===== src/rtl/mouse_move_ctrl.sv =====
// mouse_move_ctrl: turns local mouse clicks into board-move transactions.
//   Click 1 selects a source block, click 2 selects a destination and raises
//   move_req, which is held until the game logic acks, nacks or times out.
//   Cheat pulses are serialised into the same stream and served only in IDLE.
//
// Ports
//   clk, rst_n                    clock, asynchronous active-low reset
//   l_click, cheat_activate       one-cycle mouse / cheat pulses
//   mouse_inblock, mouse_block_x/y cursor position in block coordinates
//   my_turn                       local player may move
//   move_ack, move_nack           one-cycle game-logic responses
//   sel_valid, src_x/y, dst_x/y   selection highlight and latched blocks
//   move_req                      level request, held until resolved
//   cheat_req, move_done, move_err, sel_timeout  one-cycle registered pulses
//   move_count                    accepted moves, saturating at 255
module mouse_move_ctrl #(
    parameter int unsigned SEL_TIMEOUT = 100_000_000,
    parameter int unsigned ACK_TIMEOUT = 1_000_000,
    parameter int unsigned TW          = 27
) (
    input  logic       clk,
    input  logic       rst_n,
    input  logic       l_click,
    input  logic       cheat_activate,
    input  logic       mouse_inblock,
    input  logic [4:0] mouse_block_x,
    input  logic [2:0] mouse_block_y,
    input  logic       my_turn,
    input  logic       move_ack,
    input  logic       move_nack,
    output logic       sel_valid,
    output logic [4:0] src_x,
    output logic [2:0] src_y,
    output logic [4:0] dst_x,
    output logic [2:0] dst_y,
    output logic       move_req,
    output logic       cheat_req,
    output logic       move_done,
    output logic       move_err,
    output logic       sel_timeout,
    output logic [7:0] move_count
);

    localparam int unsigned XW = 5;
    localparam int unsigned YW = 3;
    localparam int unsigned CW = 8;

    // Terminal timer values: the timer starts at 0 on entry to a state.
    localparam logic [TW-1:0] SEL_LAST = TW'(SEL_TIMEOUT - 1);
    localparam logic [TW-1:0] ACK_LAST = TW'(ACK_TIMEOUT - 1);
    localparam logic [CW-1:0] CNT_MAX  = '1;

    typedef enum logic [1:0] {
        IDLE     = 2'd0,
        SRC_HELD = 2'd1,
        WAIT_ACK = 2'd2
    } state_t;

    state_t        state, state_d;
    logic [TW-1:0] timer, timer_d;
    logic          cheat_pend, cheat_pend_d;

    logic          sel_valid_d;
    logic [XW-1:0] src_x_d, dst_x_d;
    logic [YW-1:0] src_y_d, dst_y_d;
    logic          move_req_d;
    logic          cheat_req_d;
    logic          move_done_d;
    logic          move_err_d;
    logic          sel_timeout_d;
    logic [CW-1:0] move_count_d;

    logic          valid_click_c;
    logic          same_block_c;

    assign valid_click_c = l_click & mouse_inblock;
    assign same_block_c  = (mouse_block_x == src_x) && (mouse_block_y == src_y);

    // State and output registers.
    always_ff @(posedge clk or negedge rst_n) begin
        if (!rst_n) begin
            state       <= IDLE;
            timer       <= '0;
            cheat_pend  <= 1'b0;
            sel_valid   <= 1'b0;
            src_x       <= '0;
            src_y       <= '0;
            dst_x       <= '0;
            dst_y       <= '0;
            move_req    <= 1'b0;
            cheat_req   <= 1'b0;
            move_done   <= 1'b0;
            move_err    <= 1'b0;
            sel_timeout <= 1'b0;
            move_count  <= '0;
        end else begin
            state       <= state_d;
            timer       <= timer_d;
            cheat_pend  <= cheat_pend_d;
            sel_valid   <= sel_valid_d;
            src_x       <= src_x_d;
            src_y       <= src_y_d;
            dst_x       <= dst_x_d;
            dst_y       <= dst_y_d;
            move_req    <= move_req_d;
            cheat_req   <= cheat_req_d;
            move_done   <= move_done_d;
            move_err    <= move_err_d;
            sel_timeout <= sel_timeout_d;
            move_count  <= move_count_d;
        end
    end

    // Next-state and next-output logic.
    always_comb begin
        state_d       = state;
        timer_d       = timer + TW'(1);
        cheat_pend_d  = cheat_pend;
        sel_valid_d   = sel_valid;
        src_x_d       = src_x;
        src_y_d       = src_y;
        dst_x_d       = dst_x;
        dst_y_d       = dst_y;
        move_req_d    = move_req;
        cheat_req_d   = 1'b0;
        move_done_d   = 1'b0;
        move_err_d    = 1'b0;
        sel_timeout_d = 1'b0;
        move_count_d  = move_count;

        case (state)
            IDLE: begin
                timer_d = '0;
                // A cheat (fresh or deferred) wins and drops a same-cycle click.
                if (cheat_pend || cheat_activate) begin
                    cheat_req_d  = 1'b1;
                    cheat_pend_d = 1'b0;
                end else if (valid_click_c && my_turn) begin
                    src_x_d     = mouse_block_x;
                    src_y_d     = mouse_block_y;
                    sel_valid_d = 1'b1;
                    state_d     = SRC_HELD;
                end
            end

            SRC_HELD: begin
                if (cheat_activate) begin
                    cheat_pend_d = 1'b1;
                end
                if (!my_turn) begin
                    state_d     = IDLE;
                    sel_valid_d = 1'b0;
                    timer_d     = '0;
                end else if (valid_click_c) begin
                    if (same_block_c) begin
                        state_d     = IDLE;
                        sel_valid_d = 1'b0;
                        timer_d     = '0;
                    end else begin
                        dst_x_d    = mouse_block_x;
                        dst_y_d    = mouse_block_y;
                        move_req_d = 1'b1;
                        timer_d    = '0;
                        state_d    = WAIT_ACK;
                    end
                end else if (l_click) begin
                    // Click outside the board cancels the selection.
                    state_d     = IDLE;
                    sel_valid_d = 1'b0;
                    timer_d     = '0;
                end else if (timer == SEL_LAST) begin
                    sel_timeout_d = 1'b1;
                    state_d       = IDLE;
                    sel_valid_d   = 1'b0;
                    timer_d       = '0;
                end
            end

            WAIT_ACK: begin
                if (cheat_activate) begin
                    cheat_pend_d = 1'b1;
                end
                // nack dominates a simultaneous ack.
                if (move_nack) begin
                    move_err_d  = 1'b1;
                    state_d     = IDLE;
                    sel_valid_d = 1'b0;
                    move_req_d  = 1'b0;
                    timer_d     = '0;
                end else if (move_ack) begin
                    move_done_d = 1'b1;
                    if (move_count != CNT_MAX) begin
                        move_count_d = move_count + CW'(1);
                    end
                    state_d     = IDLE;
                    sel_valid_d = 1'b0;
                    move_req_d  = 1'b0;
                    timer_d     = '0;
                end else if (timer == ACK_LAST) begin
                    move_err_d  = 1'b1;
                    state_d     = IDLE;
                    sel_valid_d = 1'b0;
                    move_req_d  = 1'b0;
                    timer_d     = '0;
                end
            end

            default: begin
                state_d     = IDLE;
                sel_valid_d = 1'b0;
                move_req_d  = 1'b0;
                timer_d     = '0;
            end
        endcase
    end

endmodule


===== config.mk =====
export PLATFORM = sky130hd
export DESIGN_NAME = mouse_move_ctrl
export DESIGN_NICKNAME = d
export VERILOG_FILES = /design/src/rtl/mouse_move_ctrl.sv
export SDC_FILE = /design/constraint.sdc
export NUM_CORES = 1
export LEC_CHECK = 0
export ABC_AREA = 1
export CAP_MARGIN = 20
export CORE_ASPECT_RATIO = 1.2
export CORE_MARGIN = 2
export CORE_UTILIZATION = 40
export DETAILED_ROUTE_END_ITERATION = 12
export SYNTH_ARGS = -nofsm -noshare
export SYNTH_HDL_FRONTEND = slang
export SYNTH_SLANG_ARGS = --single-unit

===== constraint.sdc =====
create_clock -name clk -period 2.9 [get_ports clk]
set_input_delay 0.29 -clock clk [delete_from_list [all_inputs] [get_ports clk]]
set_output_delay 0.29 -clock clk [all_outputs]
set_load 0.01 [all_outputs]

==> results of run 1 <==
worst paths after layout:
kind / endpoint / slack [ns] / depth (start not counted)
hold reg to reg: timer[0] / 0.47 / 1
setup / recovery: timer[13] / 0.97 / 10
max in group asynchronous: dst_x[3] / 2.30 / 2
min in group clk: timer[0] / 0.47 / 1
setup reg to reg: timer[13] / 0.97 / 10
hold / removal: timer[9] / 0.10 / 2
metal layers:
layer	track usage (%)	wire length (um)	vias up
li1	-	-	1331
met4	8.547	146	0
met1	20.77	3127	1196
met5	0	0	-
met2	27.58	3208	48
met3	3.554	241	11
cell usage in the layout, fill, tap and decap left out, types with 3 or more instances in the layout:
cell type         n
nand2_1          92
dfrtp_1          60
inv_1            44
nor2_1           44
clkdlybuf4s50_1  44
nand3_1          25
nor2_2           22
o21ai_0          17
nor3_1           16
xnor2_1          14
xor2_1           12
clkbuf_8         11
nand4_1           6
ha_1              6
a21oi_1           3
mux2_2            3
cells by family (layout without fill, tap and decap cells):
group | count (synthesis) | in the layout | share of synthesized area [%]
compound gates | 24 | 24 | 4.020
xor+xnor | 26 | 26 | 7.104
flops | 60 | 60 | 46.84
fa+ha+maj | 6 | 6 | 2.342
buf+inv | 49 | 108 | 6.753
mux | 3 | 3 | 1.054
simple gates | 219 | 219 | 31.89
registers in the layout, indices dropped and copies added, names as in the netlist:
register	flops
timer	27
move_err	1
state	2
sel_valid	1
sel_timeout	1
move_count	8
cheat_pend	1
dst_y	3
src_y	3
move_done	1
dst_x	5
cheat_req	1
move_req	1
src_x	5
worst max-delay path, delay by kind of cell, from the launching register on:
family / cells / cell delay, ns
simple gates: 8 / 1.00
flops: 1 / 0.38
fa+ha+maj: 1 / 0.28
buf+inv: 1 / 0.13
power breakdown:
part / switching [mW] / internal, mW / leakage (nW)
combinational: 0.412 / 0.427 / 0.825
sequential: 0.123 / 1.00 / 0.799
clock: 0.327 / 0.441 / 0.102
layout make-up:
type                    instances  area (um^2)
well taps                      92        115.1
fillers                       739         3815
clock buffers                  12        155.1
clock inverters                 4        47.55
inverters                      45        168.9
flip-flops and latches         60         1501
repair buffers                 47        460.4
multi-input cells             278         1488
per-stage QoR:
step           hold WS, ns  worst slack (ns)  instances
2_1_floorplan    -0.005591             1.264        387
3_3_place_gp        0.4593            0.9164        522
3_5_place_dp        0.4612            0.8865        522
4_1_cts             0.1296            0.9494        538
5_1_grt             0.1795            0.7657        538
6_report            0.1007            0.9739        538
==> impl_metrics.toml, run 1 <==
[status]
status = "finished clean"

[logic_synthesis]
netlist.area_leader.share_pct = 46.84
ys_types = 30
synth_nets = 409
syn_inst = 387
synth-seq-cells = 60
yosysWarningCount = 0
synthTopCellsByArea = "dfrtp_1, nand2_1, inv_1, nor2_1, nor2_2"
avgSynthCellArea_um2 = 8.283
netlist_area_um2 = 3206
ys_seq_area_share_pct = 46.84
async_reset_ff_share_pct = 100.0
synth_edf_count = 0
netlist.top_cell.by_area = "dfrtp_1"
synth_flop_cell = "dfrtp_1"
yosysMostFrequentCell = "nand2_1"
synth_common_cells = "nand2_1, dfrtp_1, inv_1, nor2_1, nand3_1"

[layout]
syn2layout_area_growth_pct = 22.79
n_antenna_cell = 0
drive_gt1_share_pct = 12.33
final_nets = 463
utilization_pct = 50.78
fin_area_um2 = 3936

[worst_setup_path]
critPathMaxStageDelay_ns = 0.38
crit_path_start_kind = "flop"
path_max_fanout = 26
rr_startpoint = "timer[0]"
end_kind = "flop"
path_cells = "ha_1 -> nand3_2 -> inv_2 -> nand2_2 -> nor2_4 -> nand3_2 -> nand2_2 -> nand2_4 -> nand2_8 -> nor2_1"
startpoint = "timer[0]"
crit_required_ns = 3.11
slowest_stage = "dfrtp_1"
critPathKind = "flop to flop"
cp.arrival_ns = 2.14

[floorplan]
die_y_um = 102.1
ios = 46
initial_utilization_pct = 41.36
core_um2 = 7751
row_count = 35
dieArea_um2 = 8749
die_width_um = 85.72

[global_routing]
grt_pass1_vias = 2588
antenna_found_initial = 0
grt_max_degree = 61
grtUsageTotal_pct = 16.73
grt_pass1_wl_um = 11530
grt-ovfl-total = 0

[clock_tree]
cts_hold_buf = 0
clk_pin_slew_ns = 0.07
tritoncts = "done"
clock-sinks = 60
clk_latency_ns = 0.34
cts_max_level = 3
postCtsSetupBuffers = 0
cts_resized = 0
cts-root-buf = "clkbuf_8"
cts_buffer_depth = 2
cts_made_buffers = 9

[timing]
period_minus_slack_ns = 1.926
final-hold-violation-count = 0
clock.fmax_mhz = 519.2
fin_crit_sh_pct = 66.42
slew_headroom_pct = 50.05
fin_tns_setup_ns = 0
rsz0062_at_grt = "false"
fin_skew_ns = 0.01009
setup_viol = 0
drv_slew = 0
tightestPinTransition_ns = 0.7493

[routing]
routedWlPerCell_um = 12.50
wirelength_um = 6723
drt_iter0_drc = 133
firstDrtPassIters = 6
drc_errors = 0
ant_nets = 0
vias_per_cell = 4.807
vias = 2586

[placement]
dp_hpwl_um = 4858
dpl-instance-area_um2 = 3734
io_buffers = 45
gp_congestion = 0.8649

[job]
maxCapViolations = 0

[pwr]
vdd_drop_max_mv = 0.4098
total_power_mw = 2.733
p_per_area_nw_per_um2 = 694.2
p_leak_nw = 1.726

[worst_hold_path]
hold_path.class = "primary input to asynchronous set/reset pin"
No activity file was read; power rests on OpenSTA's default activity.
==> run 2: changes to the inputs <==
==> constraint.sdc (replaced) <==
create_clock -name clk -period 1.91 [get_ports clk]
set_input_delay 0.191 -clock clk [delete_from_list [all_inputs] [get_ports clk]]
set_output_delay 0.191 -clock clk [all_outputs]
set_load 0.01 [all_outputs]
==> run 2 against run 1 <==
Clock-buffer cell count down 1. Total power rose by 49%. Core utilization grew 0.84 points. Register-to-register slack worse by 0.80 ns. First-iteration DRC count grew 8.3%. Sequential share of layout area fell by 0.62 points. Combinational power is 61% higher. Global-route usage up 0.82 points. Critical endpoint is now timer[20]. Largest cell class is now multi-input combinational cells.
==> impl_metrics.toml, run 2 (synthesized netlist as in run 1, its figures left out) <==
[floorplan]
row_count = 35
dieArea_um2 = 8749
core_um2 = 7751
die_width_um = 85.72
initial_utilization_pct = 41.36
die_y_um = 102.1
ios = 46

[pwr]
p_sw_mw = 1.358
power_frac_comb_pct = 33.0
total_power_mw = 4.080
p_int_mw = 2.722
vdd_drop_max_mv = 0.7316
p_per_area_nw_per_um2 = 1020
switching_share_pct = 33.29
seq_power_share_pct = 41.7
clock_power_share_pct = 25.4
p_leak_nw = 1.743

[layout]
top_regs = "timer (27), move_count (8)"
mostFrequentLayoutCell = "nand2_1"
final_cell_mix = "nand2_1, dfrtp_1, inv_1, nor2_1, clkdlybuf4s50_1"
largest_reg_flops = 27
syn2layout_area_growth_pct = 24.82
n_antenna_cell = 0
drive_gt1_share_pct = 13.97
top_register = "timer"
final_nets = 469

[worst_setup_path]
slowest_stage = "dfrtp_1"
crit_path_start_kind = "flop"
cp.arrival_ns = 1.96
path_max_fanout = 13
crit_required_ns = 2.13
critPathKind = "flop to flop"
critPathMaxStageDelay_ns = 0.38
startpoint = "timer[0]"
end_kind = "flop"
rr_startpoint = "timer[0]"
path_cells = "ha_2 -> nand3_2 -> inv_2 -> nand2_2 -> nor2_4 -> nand3_2 -> nand2_2 -> nand2_4 -> nand2_8 -> nor2_2"

[timing]
setup_viol = 0
final-hold-violation-count = 0
fin_skew_ns = 0.006718
fin_crit_sh_pct = 90.84
drv_slew = 0
whs_ns = 0.3695
clock.fmax_mhz = 576.4
slew_headroom_pct = 63.67
period_minus_slack_ns = 1.735
tightestPinTransition_ns = 0.5450

[routing]
firstDrtPassIters = 6
drc_errors = 0
vias = 2667
vias_per_cell = 4.912
routedWlPerCell_um = 13.16
drt_iter0_drc = 144
ant_nets = 0
wirelength_um = 7148

[global_routing]
grtUsageTotal_pct = 17.55
grt_pass1_vias = 2701
grt_max_degree = 39
grt-ovfl-total = 0
grt_pass1_wl_um = 12100
antenna_found_initial = 0

[clock_tree]
postCtsSetupBuffers = 0
cts_max_level = 3
cts_buffer_depth = 2
clk_latency_ns = 0.34
cts_made_buffers = 9
clock-sinks = 60
clk_pin_slew_ns = 0.07
cts-root-buf = "clkbuf_8"
tritoncts = "done"

[job]
maxCapViolations = 0

[placement]
io_buffers = 45
dp_hpwl_um = 5101
gp_congestion = 0.8569

[status]
status = "finished clean"

[worst_hold_path]
hold_path.class = "primary input to asynchronous set/reset pin"
## run 2: cell types whose count changed in the layout (fill, tap and decap cells not counted), sizes merged
cell,before,now
buf,3,7
bufinv,1,0
clkbuf,12,11
clkinvlp,1,2
dlygate4sd3,0,1
nand2,97,98
## run 2: path summary, 6_finish.rpt
path | to | slack (ns) | cells past startpoint
worst min register to register | timer[0] | 0.47 | 1
worst min-delay path | timer[11] | 0.37 | 2
worst max-delay path | timer[20] | 0.18 | 10
max in group asynchronous | timer[24] | 0.95 | 3
min in group clk | sel_timeout | 0.46 | 3
worst max register to register | timer[20] | 0.18 | 10
## run 2: stage by stage
stage | instance area, um^2 | utilization [%] | setup TNS (ns) | cells | setup WS [ns]
2_1_floorplan | 3206 | - | 0 | 387 | 0.2742
3_3_place_gp | 3776 | 48.72 | 0 | 526 | 0.03470
3_5_place_dp | 3776 | 48.72 | 0 | 526 | 0.006833
4_1_cts | 3968 | 51.19 | 0 | 542 | 0.09229
5_1_grt | 4001 | 51.62 | -0.006491 | 543 | -0.006491
6_report | 4001 | 51.62 | 0 | 543 | 0.1750
## run 2: power by group through the flow
stage,Sequential (mW),Clock (mW),Combinational (mW)
after detailed placement,1.71,0,1.30
after global placement,1.71,0,1.29
after CTS,1.70,1.08,1.31
final,1.70,1.03,1.35
after floorplan,1.80,0,0.589
after global routing,1.73,1.13,1.51
## run 2: what timing repair did
| item | 4_1_cts | 5_1_grt |
|---|---|---|
| pin swaps | 0 | 1 |
| endpoints found under the hold margin | 22 | 0 |
| gates resized for setup | 1 | 4 |
| hold buffers | 1 | 0 |
| gates cloned | 0 | 1 |
| endpoints found under the setup margin | 1 | 13 |
## run 2: area by class of cell
class	count	area, um^2
Inverter	45	168.9
Tap cell	92	115.1
Sequential cell	60	1501
Fill cell	725	3750
Multi-Input combinational cell	279	1526
Clock inverter	4	25.02
Clock buffer	11	151.4
Timing Repair Buffer	52	513.0
## run 2: worst max-delay path: cells and delay by family (launching register included)
| kind | cells | cell delay [ns] |
|---|---|---|
| AND/OR/NAND/NOR | 8 | 0.91 |
| adder cells (fa/ha/maj) | 1 | 0.25 |
| buffers and inverters | 1 | 0.08 |
| flip-flops | 1 | 0.38 |
## run 2: metal layers
metal,global-route usage [%],up-vias,part of all wire [%]
met2,28.37,67,48
met4,7.204,0,1.7
li1,-,1341,-
met3,5.008,10,4.9
met1,22.23,1249,46
met5,0,-,0
==> run 3: changes to the inputs <==
==> constraint.sdc (replaced) <==
create_clock -name clk -period 1.7 [get_ports clk]
set_input_delay 0.17 -clock clk [delete_from_list [all_inputs] [get_ports clk]]
set_output_delay 0.17 -clock clk [all_outputs]
set_load 0.01 [all_outputs]
==> run 3 against run 2 <==
Non-clock buffer count up 23. Hold slack better by 0.0056 ns. Critical endpoint is now state[0]. Flip-flop and latch count unchanged. Design area up 6.7%. Largest cell class unchanged.
==> impl_metrics.toml, run 3 (synthesized netlist as in run 1, its figures left out) <==
[status]
status = "finished clean"

[floorplan]
initial_utilization_pct = 41.36
row_count = 35
die_width_um = 85.72
die_y_um = 102.1
ios = 46
dieArea_um2 = 8749
core_um2 = 7751

[pwr]
p_per_area_nw_per_um2 = 1136
p_int_mw = 3.250
switching_share_pct = 33.02
vdd_drop_max_mv = 0.7844
p_leak_nw = 1.872
power_frac_comb_pct = 32.9
p_sw_mw = 1.602
clock_power_share_pct = 27.6
seq_power_share_pct = 39.4

[clock_tree]
cts-root-buf = "clkbuf_8"
tritoncts = "done"
clock-sinks = 60
cts_made_buffers = 9
clk_latency_ns = 0.34
cts_max_level = 3
cts_buffer_depth = 2
clk_pin_slew_ns = 0.07

[layout]
top_regs = "timer (27), move_count (8)"
final_cell_mix = "nand2_1, dfrtp_1, clkdlybuf4s50_1"
top_register = "timer"
largest_reg_flops = 27
mostFrequentLayoutCell = "nand2_1"
n_antenna_cell = 0
drive_gt1_share_pct = 21.89
final_nets = 492
syn2layout_area_growth_pct = 33.22
fillers = 716
utilization_pct = 55.09

[global_routing]
grt_max_degree = 61
grt_pass1_vias = 2704
grtUsageTotal_pct = 17.92
antenna_found_initial = 0
grt_pass1_wl_um = 12260
grt-ovfl-total = 0

[worst_setup_path]
path_max_fanout = 4
cp.arrival_ns = 1.89
end_kind = "flop"
reg2reg_setup_slack_ns = 0.06
critPathKind = "flop to flop"
r2r_end = "state[0]"
rr_startpoint = "timer[0]"
crit_required_ns = 1.95
crit_path_start_kind = "flop"
ff2ff_path_depth = 11

[timing]
fin_skew_ns = 0.007156
whs_ns = 0.3751
clock.fmax_mhz = 610.7
period_minus_slack_ns = 1.638
fin_crit_sh_pct = 96.33
layout_setup_ws_ns = 0.06241
rsz0062_at_grt = "true"
drv_slew = 0
setup_viol = 0
final-hold-violation-count = 0
slew_headroom_pct = 71.11
fin_tns_setup_ns = 0
tightestPinTransition_ns = 0.4334

[placement]
gp_congestion = 0.8744
pre_cts_slack_ns = -0.1088
io_buffers = 45
dp_hpwl_um = 5131

[routing]
ant_nets = 0
firstDrtPassIters = 6
routedWlPerCell_um = 12.95
drt_iter0_drc = 120
vias = 2754
drc_errors = 0
wirelength_um = 7340
vias_per_cell = 4.857

[worst_hold_path]
hold_path.class = "primary input to asynchronous set/reset pin"

[job]
maxCapViolations = 0
==> run 3: cell types whose count changed in the layout (fill, tap and decap cells not counted), sizes merged <==
| cell | previous run | this run |
|---|---|---|
| buf | 7 | 30 |
| bufinv | 0 | 1 |
| clkbuf | 11 | 10 |
| clkinv | 2 | 3 |
| clkinvlp | 2 | 1 |
| inv | 45 | 46 |
==> run 3: how the worst max path moves through the flow <==
stage	from	end	slack (ns)	cells after the start
finish	timer[0]	state[0]	0.06	11
global route	timer[0]	state[1]	-0.06	11
CTS	state[0]	timer[6]	0.02	8
detailed placement	state[0]	move_count[6]	-0.11	7
global placement	state[0]	move_count[6]	-0.02	7
floorplan	timer[0]	timer[25]	0.06	11
==> run 3: what timing repair did <==
action	CTS	global route
buffers inserted	0	9
gates cloned	1	0
resized for setup	2	23
endpoints found under the setup margin	9	34
hold buffers	1	0
hold endpoints to repair	60	0
pin swaps	0	11
==> run 3: metal layers <==
| metal | up-vias | track usage (%) | routed length [um] |
|---|---|---|---|
| met5 | - | 0 | 0 |
| met1 | 1277 | 21.83 | 3253 |
| li1 | 1392 | - | - |
| met4 | 0 | 9.646 | 197 |
| met3 | 16 | 3.231 | 292 |
| met2 | 69 | 30.23 | 3597 |
==> run 3: through the flow <==
stage / total power [mW] / cell area [um^2] / cells
5_1_grt: 5.177 / 4270 / 567
4_1_cts: 4.880 / 4126 / 558
2_1_floorplan: 2.688 / 3206 / 387
3_3_place_gp: 3.435 / 3881 / 540
3_5_place_dp: 3.454 / 3881 / 540
6_report: 4.852 / 4270 / 567
==> run 3: power groups by stage <==
stage / clock [mW] / sequential, mW / combinational (mW)
after floorplan: 0 / 2.03 / 0.661
after global placement: 0 / 1.94 / 1.50
after detailed placement: 0 / 1.93 / 1.52
after CTS: 1.38 / 1.92 / 1.58
after global routing: 1.44 / 1.96 / 1.78
final: 1.34 / 1.91 / 1.60
==> run 3: layout make-up <==
class | count | area (um^2) | share of cell area, %
multi-input combinational | 279 | 1588 | 37.18
sequential | 60 | 1503 | 35.19
timing repair buffer | 75 | 685.7 | 16.06
inverter | 45 | 168.9 | 3.955
clock buffer | 10 | 137.6 | 3.223
tap | 92 | 115.1 | 2.696
clock inverter | 6 | 72.57 | 1.699
==> run 3: critical path, cell delays in order, from the launching register on <==
cell     delay [ns]
dfrtp_1        0.36
ha_2           0.19
nand3_2        0.10
inv_2          0.08
nand2_2        0.06
nor2_4         0.19
nand3_2        0.13
nand2_4        0.11
nand2_8        0.09
nor2_4         0.11
nand2_1        0.05
o21ai_0        0.08
